## src/rtl/decode_stage_p.sv

```systemverilog
// Decode stage: register-file read, operand forwarding, load-use/RAW hazard
// detection, branch resolution and a single output register toward EX.
module decode_stage_p #(
  parameter int DW     = 16,
  parameter int FWD_EN = 1,
  parameter int BNZ_EN = 0
) (
  input  logic          clk,
  input  logic          rst,
  input  logic          in_valid,
  input  logic [15:0]   in_instr,
  output logic          in_ready,
  output logic [2:0]    rs1_addr,
  output logic [2:0]    rs2_addr,
  input  logic [DW-1:0] rs1_rdata,
  input  logic [DW-1:0] rs2_rdata,
  input  logic [DW-1:0] ex_result,
  input  logic          mem_wb_en,
  input  logic [2:0]    mem_dest,
  input  logic [DW-1:0] mem_result,
  output logic          out_valid,
  input  logic          out_ready,
  output logic [2:0]    alu_cmd,
  output logic [DW-1:0] op_a,
  output logic [DW-1:0] op_b,
  output logic [DW-1:0] store_data,
  output logic [2:0]    dest,
  output logic          mem_write_en,
  output logic          wb_mux,
  output logic          wb_en,
  output logic          branch_taken,
  output logic [5:0]    branch_offset
);

  function automatic logic [DW-1:0] sext6(input logic [5:0] imm);
    return {{(DW-6){imm[5]}}, imm};
  endfunction

  logic          r_out_valid;
  logic [2:0]    r_alu_cmd;
  logic [DW-1:0] r_op_a;
  logic [DW-1:0] r_op_b;
  logic [DW-1:0] r_store_data;
  logic [2:0]    r_dest;
  logic          r_mem_write_en;
  logic          r_wb_mux;
  logic          r_wb_en;

  logic [3:0]    w_opc;
  logic [3:0]    w_rcmd;
  logic [2:0]    w_rd;
  logic          w_is_r, w_is_addi, w_is_ld, w_is_st, w_is_bz, w_is_bnz;
  logic          w_use1, w_use2;
  logic          w_ex_hit1, w_ex_hit2, w_mem_hit1, w_mem_hit2;
  logic          w_raw1, w_raw2, w_ld_hit1, w_ld_hit2;
  logic          w_hazard, w_advance, w_load;
  logic [DW-1:0] w_a, w_b;

  assign w_opc     = in_instr[15:12];
  assign w_rcmd    = w_opc - 4'd1;
  assign w_rd      = in_instr[11:9];
  assign w_is_r    = (w_opc >= 4'd1) && (w_opc <= 4'd8);
  assign w_is_addi = (w_opc == 4'd9);
  assign w_is_ld   = (w_opc == 4'd10);
  assign w_is_st   = (w_opc == 4'd11);
  assign w_is_bz   = (w_opc == 4'd12);
  assign w_is_bnz  = (BNZ_EN != 0) && (w_opc == 4'd13);
  assign w_use1    = w_is_r | w_is_addi | w_is_ld | w_is_st | w_is_bz | w_is_bnz;
  assign w_use2    = w_is_r | w_is_st;

  // ST reads its data register through the rd field
  assign rs1_addr = in_instr[8:6];
  assign rs2_addr = w_is_st ? in_instr[11:9] : in_instr[5:3];

  assign w_ex_hit1  = r_out_valid && r_wb_en && !r_wb_mux && (r_dest == rs1_addr);
  assign w_ex_hit2  = r_out_valid && r_wb_en && !r_wb_mux && (r_dest == rs2_addr);
  assign w_mem_hit1 = mem_wb_en && (mem_dest == rs1_addr);
  assign w_mem_hit2 = mem_wb_en && (mem_dest == rs2_addr);
  assign w_ld_hit1  = r_out_valid && r_wb_mux && (r_dest == rs1_addr);
  assign w_ld_hit2  = r_out_valid && r_wb_mux && (r_dest == rs2_addr);
  assign w_raw1     = (r_out_valid && r_wb_en && (r_dest == rs1_addr)) || w_mem_hit1;
  assign w_raw2     = (r_out_valid && r_wb_en && (r_dest == rs2_addr)) || w_mem_hit2;

  always_comb begin
    w_a = rs1_rdata;
    w_b = rs2_rdata;
    if (FWD_EN != 0) begin
      if (w_ex_hit1)       w_a = ex_result;
      else if (w_mem_hit1) w_a = mem_result;
      if (w_ex_hit2)       w_b = ex_result;
      else if (w_mem_hit2) w_b = mem_result;
    end
  end

  assign w_hazard = (FWD_EN != 0) ? ((w_use1 && w_ld_hit1) || (w_use2 && w_ld_hit2))
                                  : ((w_use1 && w_raw1) || (w_use2 && w_raw2));

  assign w_advance    = !r_out_valid || out_ready;
  assign in_ready     = in_valid && w_advance && !w_hazard && !rst;
  assign branch_taken = in_ready && ((w_is_bz && (w_a == '0)) || (w_is_bnz && (w_a != '0)));
  assign w_load       = in_ready && !branch_taken;
  assign branch_offset = in_instr[5:0];

  // ---- output register (decode -> execute boundary) ----
  always_ff @(posedge clk or posedge rst) begin
    if (rst) begin
      r_out_valid    <= 1'b0;
      r_alu_cmd      <= '0;
      r_op_a         <= '0;
      r_op_b         <= '0;
      r_store_data   <= '0;
      r_dest         <= '0;
      r_mem_write_en <= 1'b0;
      r_wb_mux       <= 1'b0;
      r_wb_en        <= 1'b0;
    end else if (w_advance) begin
      if (w_load) begin
        r_out_valid    <= 1'b1;
        r_alu_cmd      <= w_is_r ? w_rcmd[2:0] : 3'd0;
        r_op_a         <= w_a;
        r_op_b         <= w_is_r ? w_b :
                          (w_is_addi | w_is_ld | w_is_st) ? sext6(in_instr[5:0]) : '0;
        r_store_data   <= w_is_st ? w_b : '0;
        r_dest         <= (w_is_r | w_is_addi | w_is_ld | w_is_st) ? w_rd : 3'd0;
        r_mem_write_en <= w_is_st;
        r_wb_mux       <= w_is_ld;
        r_wb_en        <= w_is_r | w_is_addi | w_is_ld;
      end else begin
        r_out_valid    <= 1'b0;
        r_alu_cmd      <= '0;
        r_op_a         <= '0;
        r_op_b         <= '0;
        r_store_data   <= '0;
        r_dest         <= '0;
        r_mem_write_en <= 1'b0;
        r_wb_mux       <= 1'b0;
        r_wb_en        <= 1'b0;
      end
    end
  end

  assign out_valid    = r_out_valid;
  assign alu_cmd      = r_alu_cmd;
  assign op_a         = r_op_a;
  assign op_b         = r_op_b;
  assign store_data   = r_store_data;
  assign dest         = r_dest;
  assign mem_write_en = r_mem_write_en;
  assign wb_mux       = r_wb_mux;
  assign wb_en        = r_wb_en;

endmodule

```

## config.mk

```make
export PLATFORM = sky130hd
export DESIGN_NAME = decode_stage_p
export DESIGN_NICKNAME = d
export VERILOG_FILES = /design/src/rtl/decode_stage_p.sv
export SDC_FILE = /design/constraint.sdc
export NUM_CORES = 1
export LEC_CHECK = 0
export BUFFER_PORTS_ARGS = -buffer_cell sky130_fd_sc_hd__buf_4
export CAP_MARGIN = 20
export CELL_PAD_IN_SITES_DETAIL_PLACEMENT = 1
export CELL_PAD_IN_SITES_GLOBAL_PLACEMENT = 2
export CORE_MARGIN = 1.5
export CORE_UTILIZATION = 25
export CTS_BUF_LIST = sky130_fd_sc_hd__clkbuf_2 sky130_fd_sc_hd__clkbuf_4 sky130_fd_sc_hd__clkbuf_8
export CTS_CLUSTER_DIAMETER = 30
export CTS_CLUSTER_SIZE = 14
export DETAILED_ROUTE_END_ITERATION = 7
export GPL_TIMING_DRIVEN = 0
export PLACE_DENSITY_LB_ADDON = 0.12
export SLEW_MARGIN = 0
export SYNTH_ARGS = -nofsm -noshare
export SYNTH_HDL_FRONTEND = slang
export SYNTH_SLANG_ARGS = --single-unit
```

## constraint.sdc

```tcl
create_clock -name clk -period 3.45 [get_ports clk]
set_clock_uncertainty 0.15 [all_clocks]
set_input_delay 0.8625 -clock clk [delete_from_list [all_inputs] [get_ports clk]]
set_output_delay 0.8625 -clock clk [all_outputs]
set_load 0.1 [all_outputs]
```

==> results.py <==
metrics = {
    "clock_network": {
        "clock_buffers_created_by_tritoncts": 9,
        "postCtsHoldBufs": 0,
        "ctsHtreeMaxLevel": 3,
        "worst_path_clk_slew_ps": 70,
        "clock_tree_from_tritoncts": "built",
        "clock_tree.buffer_depth": 2,
        "insertion_delay_ps": 380,
        "cts_num_sinks": 58,
        "clock-root-buffer": "clkbuf_8",
    },
    "place": {
        "dpl-instance-area_sq_um": 5279,
        "dp_hpwl_um": 13540,
        "place_congestion": 0.8782,
        "place.port_buffers": 158,
    },
    "yosys": {
        "yosys_most_used_dff": "dfrtp_1",
        "synth.avg_cell_area_sq_um": 9.143,
        "synthesis.yosys.warnings": 0,
        "postSynthCellCount": 410,
        "ys_top_cells_by_area": "dfrtp_1, a32o_1, mux2i_1, nand2_1, o21ai_0",
        "fraction_of_the_yosys_area_taken_by_sequential_cells_pct": 38.72,
        "synth.cell_area_sq_um": 3749,
        "netlist.area_leader.share_pct": 38.72,
        "synth-edff-count": 0,
        "synth.ff_latch_count": 58,
        "yosys.cell_types.count": 48,
        "yosys.cell_count.top_type": "dfrtp_1",
        "synth.top_cells.by_count": "dfrtp_1, nand2_1, o21ai_0",
        "synth_nets": 502,
        "biggest_area_consumer_among_synthesized_cells": "dfrtp_1",
        "async_reset_ff_share_pct": 100.0,
    },
    "worst_setup_path": {
        "r2r_setup_slack_ps": 590,
        "timing.critical_path.cells": "buf_12 -> inv_12 -> ha_4 -> or4b_4 -> nand3_4 -> nor4bb_4 -> and3_4 -> nor3_4 -> buf_12",
        "startpoint_type": "input port",
        "delay_of_the_slowest_cell_on_the_worst_path_ps": 560,
        "cp.buffers_inverters": 3,
        "timing.critical_path.slowest_stage_cell": "or4b_4",
        "crit_path_frequent_cell": "buf_12",
        "critPathMaxFanout": 3,
        "timing.rr.end": "op_a[1]",
        "path_depth": 9,
        "crit_type": "in2out",
        "worst_r2r_path_depth": 7,
        "critPathCapture": "branch_taken",
        "critical_path_capture_point_type": "output pin",
        "dominant_delay_contributor_by_cell_family_on_the_critical_path": "simple AND/OR/NAND/NOR gates",
        "critical_path.startpoint": "in_instr[13]",
        "worst_ep_required_time_ps": 2440,
        "cp_data_arrival_time_ps": 2480,
        "worst_r2r_startpoint": "dest[0]",
    },
    "cells_and_area": {
        "layout.filler_cells": 1708,
        "drive_gt1_share_pct": 41.95,
        "syn2layout_area_growth_pct": 52.37,
        "final_nets": 683,
        "finalInstanceArea_sq_um": 5712,
        "antenna-diode-count": 0,
    },
    "floorplan": {
        "fp-row-count": 44,
        "die_h_um": 125.5,
        "core_area_sq_um": 14590,
        "full_die_area_sq_um": 15740,
        "chipWidth_um": 125.5,
        "boundaryPins": 160,
        "starting_density_pct": 25.69,
    },
    "sta": {
        "min_period_over_period_pct": 101.2,
        "final_period_minus_worst_setup_slack_ps": 3492,
        "final_hold_viol_count": 0,
        "slew-limit-headroom_pct": 51.50,
        "grt_setup_unrepaired": "true",
        "timing_max_transition_violations_final": 0,
        "maximum_clock_frequency_mhz": 286.4,
        "setup_viol_count_final": 1,
        "worst_slack_ps": -42.08,
        "worstMarginPinSlew_ps": 727.5,
    },
    "power_and_ir_drop": {
        "total_power_w": 0.002166,
        "powerDensity_nw_per_um2": 379.3,
        "max-vdd-ir-drop_v": 0.0001335,
        "p_leak_nw": 2.727,
    },
    "outcome": {
        "failed_checks": "setup timing",
        "outcome": "finished with violations",
    },
    "grt": {
        "grt_pass1_vias": 4307,
        "grt_max_degree": 38,
        "grt_antenna_before_repair": 0,
        "global_route_wire_length_before_repair_um": 25990,
        "grt.total_usage_pct": 22.20,
        "overflow": 0,
    },
    "detailed_routing": {
        "route.final.wire_length_um": 17440,
        "post_drt_via_cell_ratio": 5.245,
        "first_pass_iters": 6,
        "drt_drc_violations_left": 0,
        "route.vias.total": 4091,
        "route.antenna.remaining_nets": 0,
        "first_iter_violations": 184,
        "route.detailed.wl_per_inst_um": 22.36,
    },
    "hold_path": {
        "hp-class": "in2async",
    },
    "run": {
        "total_of_max_cap_violations": 0,
    },
}
==> state kept, by name (all words and copies together) (netlist names) <==
name          count
op_b             16
wb_mux            1
mem_write_en      1
dest              3
out_valid         1
op_a             16
store_data       16
wb_en             1
alu_cmd           3
==> cells in the final DEF (no fill, tap or decap), drive strengths merged, types with 4 or more instances in the layout <==
| master | Yosys | routed |
|---|---|---|
| o211ai | 4 | 4 |
| xnor2 | 8 | 8 |
| inv | 15 | 14 |
| nor2b | 7 | 7 |
| nand2b | 14 | 14 |
| nor3 | 5 | 5 |
| nand3 | 5 | 5 |
| o31a | 12 | 12 |
| ha | 4 | 4 |
| o21ai | 29 | 29 |
| a211oi | 4 | 4 |
| a32o | 22 | 22 |
| a31o | 12 | 12 |
| nor4 | 14 | 14 |
| nor2 | 22 | 22 |
| nand2 | 41 | 41 |
| dfrtp | 58 | 58 |
| nand3b | 4 | 4 |
| nand4 | 5 | 5 |
| clkbuf | 16 | 26 |
| a21oi | 19 | 19 |
| a22o | 4 | 4 |
| mux2i | 17 | 17 |
| buf | 20 | 190 |
| o31ai | 15 | 15 |
| a211o | 8 | 8 |
| xor2 | 5 | 5 |
==> how the worst min path moves through the flow <==
stage,slack [ps],end,depth (start not counted),from
6_report,230,store_data[15],2,rst
5_1_grt,230,store_data[15],2,rst
2_1_floorplan,660,wb_en,2,wb_en
4_1_cts,330,store_data[15],2,rst
3_5_place_dp,330,store_data[4],2,store_data[4]
3_3_place_gp,320,store_data[4],2,store_data[4]
==> per-stage QoR <==
step | std cells | hold slack (ps) | setup WS [ps] | utilization [%] | setup TNS, ps
floorplan | 410 | 656.2 | -327.6 | - | -416.1
global placement | 752 | 318.2 | -848.9 | 36.05 | -31290
global route | 780 | 225.1 | -86.21 | 39.15 | -130.5
finish | 780 | 233.2 | -42.08 | 39.15 | -42.08
CTS | 776 | 332.6 | -74.60 | 38.64 | -103.4
detailed placement | 753 | 327.2 | -601.2 | 36.18 | -18290
==> layout make-up <==
cell class | count | area [sq um] | share of cell area [%]
Buffer | 35 | 188.9 | 3.308
Clock buffer | 11 | 151.4 | 2.651
Clock inverter | 5 | 52.55 | 0.9200
Inverter | 15 | 77.57 | 1.358
Multi-Input combinational cell | 301 | 2220 | 38.86
Sequential cell | 58 | 1456 | 25.50
Tap cell | 184 | 230.2 | 4.031
Timing Repair Buffer | 170 | 1330 | 23.29
Timing Repair inverter | 1 | 5.005 | 0.08762
==> worst reg2reg max path: stages (launching register included) <==
cell and delay (ps):
dfrtp_2 460, nor2b_1 150, o21ai_0 250, nor4bb_4 300, nand3_1 410, nand3_2 370, clkbuf_1 430, o21ai_0 190
==> logic make-up after synthesis <==
family	count (synthesis)	share of synthesized area (%)
AOI/OAI and AO/OA	135	26.64
and+or+nand+nor	132	18.63
DFF	58	38.72
buffers and inverters	51	6.575
muxes	17	4.873
xor gates and xnor gates	13	3.238
adders and majority gates	4	1.335
==> per-layer routing <==
| layer | routed length [um] | global-route usage, % | up-vias |
|---|---|---|---|
| li1 | - | - | 1896 |
| met1 | 7965 | 30.13 | 2038 |
| met2 | 8257 | 35.87 | 139 |
| met3 | 949 | 4.493 | 18 |
| met4 | 266 | 6.217 | 0 |
| met5 | 0 | 0 | - |
==> report_power, final <==
group / switching [W] / internal (W)
sequential: 0.0000233 / 0.000709
combinational: 0.000526 / 0.000224
clock: 0.000316 / 0.000369
total: 0.000865 / 0.00130
==> timing repair <==
item / in CTS / in global routing
gates cloned: 1 / 0
pin swaps: 8 / 2
buffers inserted: 7 / 4
resized for setup: 23 / 9
endpoints found under the setup margin: 23 / 36
Note: power is estimated with default switching activity, not from simulation.
